`src/rtl/wb_mux_pkg.sv`:
```
// Shared writeback-select constants and the default beat layout.
package wb_mux_pkg;

    localparam int WB_SEL_ALU = 0;
    localparam int WB_SEL_MEM = 1;
    localparam int WB_SEL_PC4 = 2;
    localparam int WB_SEL_IMM = 3;

    localparam int WB_W     = 32;
    localparam int WB_SEL_W = 2;

    typedef struct packed {
        logic [WB_W-1:0]     data;
        logic [WB_SEL_W-1:0] sel;
        logic                err;
    } wb_beat_t;

endpackage

```
`src/rtl/wb_mux_n.sv`:
```
// Combinational NUM_IN:1 writeback selector with out-of-range flag.
module wb_mux_n
    import wb_mux_pkg::*;
#(
    parameter int WIDTH  = 32,
    parameter int NUM_IN = 4,
    parameter int SEL_W  = $clog2(NUM_IN)
) (
    input  logic [NUM_IN*WIDTH-1:0] in_data,
    input  logic [SEL_W-1:0]        sel,
    output logic [WIDTH-1:0]        data,
    output logic                    err
);

    always_comb begin
        data = '0;
        err  = 1'b1;
        for (int k = 0; k < NUM_IN; k++) begin
            if (sel == SEL_W'(k)) begin
                data = in_data[k*WIDTH +: WIDTH];
                err  = 1'b0;
            end
        end
    end

endmodule

```
`src/rtl/wb_mux_stage.sv`:
```
// Registered N-way writeback select stage with valid/ready handshake.
// WB_MUX_SKID_EN adds a skid register so in_ready is fully registered.
module wb_mux_stage
    import wb_mux_pkg::*;
#(
    parameter int WIDTH  = 32,
    parameter int NUM_IN = 4,
    parameter int SEL_W  = $clog2(NUM_IN)
) (
    input  logic                    clk,
    input  logic                    rst,
    input  logic [NUM_IN*WIDTH-1:0] in_data,
    input  logic [SEL_W-1:0]        in_sel,
    input  logic                    in_valid,
    output logic                    in_ready,
    output logic [WIDTH-1:0]        out_data,
    output logic [SEL_W-1:0]        out_sel,
    output logic                    out_err,
    output logic                    out_valid,
    input  logic                    out_ready
);

    typedef struct packed {
        logic [WIDTH-1:0] data;
        logic [SEL_W-1:0] sel;
        logic             err;
    } beat_t;

    logic [WIDTH-1:0] mux_data;
    logic             mux_err;
    beat_t            new_beat;
    beat_t            main_q;
    logic             main_v;
    logic             in_fire;

    wb_mux_n #(
        .WIDTH  (WIDTH),
        .NUM_IN (NUM_IN),
        .SEL_W  (SEL_W)
    ) u_mux (
        .in_data (in_data),
        .sel     (in_sel),
        .data    (mux_data),
        .err     (mux_err)
    );

    assign new_beat = '{data: mux_data, sel: in_sel, err: mux_err};
    assign in_fire  = in_valid && in_ready;

`ifdef WB_MUX_SKID_EN
    beat_t skid_q;
    logic  skid_v;
    logic  rdy_q;

    // rdy_q mirrors "skid empty"; gated by rst so it reads 0 during reset
    assign in_ready = rdy_q && !rst;

    always_ff @(posedge clk) begin
        if (rst) begin
            main_q <= '0;
            main_v <= 1'b0;
            skid_q <= '0;
            skid_v <= 1'b0;
            rdy_q  <= 1'b1;
        end else if (!main_v || out_ready) begin
            if (skid_v) begin
                main_q <= skid_q;
                main_v <= 1'b1;
                skid_v <= 1'b0;
                rdy_q  <= 1'b1;
            end else begin
                main_v <= in_fire;
                if (in_fire) begin
                    main_q <= new_beat;
                end
            end
        end else if (in_fire) begin
            skid_q <= new_beat;
            skid_v <= 1'b1;
            rdy_q  <= 1'b0;
        end
    end
`else
    assign in_ready = !rst && (!main_v || out_ready);

    always_ff @(posedge clk) begin
        if (rst) begin
            main_q <= '0;
            main_v <= 1'b0;
        end else if (!main_v || out_ready) begin
            main_v <= in_fire;
            if (in_fire) begin
                main_q <= new_beat;
            end
        end
    end
`endif

    assign out_data  = main_q.data;
    assign out_sel   = main_q.sel;
    assign out_err   = main_q.err;
    assign out_valid = main_v;

endmodule

```
`config.mk`:
```
export PLATFORM = sky130hd
export DESIGN_NAME = wb_mux_stage
export DESIGN_NICKNAME = d
export VERILOG_FILES = /design/src/rtl/wb_mux_pkg.sv /design/src/rtl/wb_mux_n.sv /design/src/rtl/wb_mux_stage.sv
export SDC_FILE = /design/constraint.sdc
export NUM_CORES = 1
export LEC_CHECK = 0
export ABC_CLOCK_PERIOD_IN_PS = 3280
export CORE_MARGIN = 3
export CORE_UTILIZATION = 47
export CTS_BUF_LIST = sky130_fd_sc_hd__clkbuf_4 sky130_fd_sc_hd__clkbuf_8
export CTS_CLUSTER_SIZE = 28
export DETAILED_ROUTE_END_ITERATION = 8
export DONT_BUFFER_PORTS = 1
export SLEW_MARGIN = 20
export SYNTH_ARGS = -nofsm -noshare
export SYNTH_HDL_FRONTEND = slang
export SYNTH_SLANG_ARGS = --single-unit
```
`constraint.sdc`:
```
create_clock -name clk -period 3.28 [get_ports clk]
set_clock_uncertainty 0.2 [all_clocks]
set_input_delay 0.328 -clock clk [delete_from_list [all_inputs] [get_ports clk]]
set_output_delay 0.328 -clock clk [all_outputs]
set_load 0.03 [all_outputs]
```
==> results.toml <==
[yosys]
synth.distinct_cells = 21
async_flop_share = 0
yosysWarnings = 0
synthesis.nets = 336
synth_edf_count = 0
yosysSeqAreaShare = 0.3291
syn_inst = 202
synth_flop_cell = "dfxtp_1"
syn_area_per_cell_sq_um = 10.84
netlist_area_sq_um = 2190
ys_ff_latch = 36

[worst_setup_path]
r2r_end = "out_data[2]"
cpPeakStageDelay_ps = 420
rr_worst_depth = 4
required_ps = 2750
arrival_ps = 1550
critPathLaunchType = "register"
cp_max_fo = 34
reg2reg_setup_slack_ps = 1400
cpMaxStageDelayCell = "dfxtp_1"
endpoint_kind = "output pin"
worstPathCellList = "nand2b_1, buf_4, and2_1"
path_class = "register to output pin"
r2r_start = "out_valid"

[sta]
period_share = 0.6329
hold_viol = 0
slew_headroom = 0.5956
setup_violations = 0
hold_slack_ps = 8.001
drv_slew = 0
fmax_ghz = 0.4817
tightest_slew_ps = 606.6
period_minus_slack_ps = 2076
finalSetupTns_ps = 0
rsz0062_at_grt = "no"

[floorplan]
fp.dieH_um = 74.26
core_area_sq_um = 4414
fp.dieW_um = 74.26
num_io_pins = 171
start_util = 0.4960
rows = 24
dieArea_sq_um = 5514

[cells_and_area]
antenna_cells = 0
layout_common_cells = "dfxtp_1, nand2_1, nand4_1"
postLayoutCoreUtil = 0.5082
areaGrowthSynthToFinish_pct = 2.457
nFillCells = 391
layoutNonFillerInstCount = 243
final_nets = 324
final_common_cell = "dfxtp_1"
drive_gt1_frac = 0.2356

[route]
wl_per_cell_um = 24.14
wl_mm = 5.867
antenna_left = 0
drc_errors = 0
drt_pass1_iterations = 4
vias_per_cell = 6.930
drt_iter0_markers = 108
via_count = 1684

[place]
dp_hpwl_mm = 4.364
place_inst = 230
globalplace.congestion = 0.6744
numPortBuffers = 0

[run_status]
run_status = "finished clean"

[min_path]
hold_path_class = "input port to register"
min_to = "out_data[6]"
holdPathStages = 2
worstHoldStart = "in_valid"

[grt]
overflow = 0
antenna_found_initial = 0
grt_pass1_wl_mm = 8.466
grt_pass1_vias = 1676
grt_use_total = 0.2016
grt_max_degree = 66

[clocking]
cts.sinks = 36
cts_buffers = 5
clk_latency_ps = 280
root_buffer = "clkbuf_8"
cts_tree = "built"
cts-resized-gates = 0
clockBufferDepth = 2
cts_max_level = 2
cts.clk_slew.worst_paths_ps = 70

[power]
p_leak_nw = 0.7552
power.total_w = 0.001065
power_density_nw_per_um2 = 474.8
ir_drop_mv = 0.1495

[job]
maxCapViolations = 0
[synthesized netlist by cell type, drive strengths merged, types with 2 or more instances]
cell type	instances	area share
buf	18	0.066
clkbuf	9	0.017
dfxtp	36	0.33
inv	2	0.0034
mux2	2	0.010
mux4	32	0.33
nand2	32	0.055
nand4	32	0.091
nor2b	2	0.0057
o21ai	32	0.073
[repair_timing]
| action | 4_1_cts | 5_1_grt |
|---|---|---|
| setup endpoints to repair | 0 | 0 |
| hold buffers | 4 | 1 |
| setup buffers | 0 | 0 |
| endpoints found under the hold margin | 7 | 1 |
[area by class of cell]
type / count / area [sq um] / area share
Multi-Input combinational cell: 137 / 1280 / 0.5706
Sequential cell: 36 / 720.7 / 0.3212
Clock buffer: 8 / 97.59 / 0.04350
Timing Repair Buffer: 8 / 72.57 / 0.03235
Tap cell: 52 / 65.06 / 0.02900
Inverter: 2 / 7.507 / 0.003346
[worst max-delay path: cells and delay by family, from the launching register on]
kind | cells | cell delay, ps
buf+inv | 1 | 330
flops | 1 | 420
simple gates | 2 | 510
[registers in the layout, indices dropped and copies added, names as in the netlist]
| name | flops |
|---|---|
| out_data | 32 |
| out_err | 1 |
| out_sel | 2 |
| out_valid | 1 |
[logic make-up (layout without fill, tap and decap cells)]
family / Yosys count / count (layout) / share of synthesized area
mux: 34 / 34 / 0.3429
flops: 36 / 36 / 0.3291
simple gates: 70 / 70 / 0.1663
buf+inv: 29 / 18 / 0.08629
compound gates: 33 / 33 / 0.07542
[how the worst max path moves through the flow]
stage,startpoint,to,cells after the start
6_report,out_valid,in_ready,3
4_1_cts,out_valid,in_ready,3
3_5_place_dp,out_valid,out_data[2],4
3_3_place_gp,out_valid,out_data[29],4
2_1_floorplan,rst,in_ready,4
5_1_grt,out_valid,in_ready,3
[metrics by stage]
stage | cell area [sq um] | worst slack [ps]
2_1_floorplan | 2190 | 1600
3_3_place_gp | 2096 | 1453
3_5_place_dp | 2096 | 1389
4_1_cts | 2233 | 1193
5_1_grt | 2243 | 1129
6_report | 2243 | 1204
[per-layer routing]
| layer | up-vias | wire length [um] | track usage |
|---|---|---|---|
| met5 | - | 0 | 0 |
| met3 | 8 | 680 | 0.06216 |
| met4 | 0 | 62 | 0.05731 |
| met1 | 791 | 1968 | 0.2360 |
| met2 | 125 | 3156 | 0.3573 |
| li1 | 760 | - | - |
[report_power, final]
group / internal, W / total [W] / leakage (nW) / switching, W
Sequential: 0.000476 / 0.000578 / 0.297 / 0.000102
Combinational: 0.0000920 / 0.000149 / 0.406 / 0.0000573
Clock: 0.000188 / 0.000338 / 0.0523 / 0.000150
Note: power is estimated with default switching activity, not from simulation.
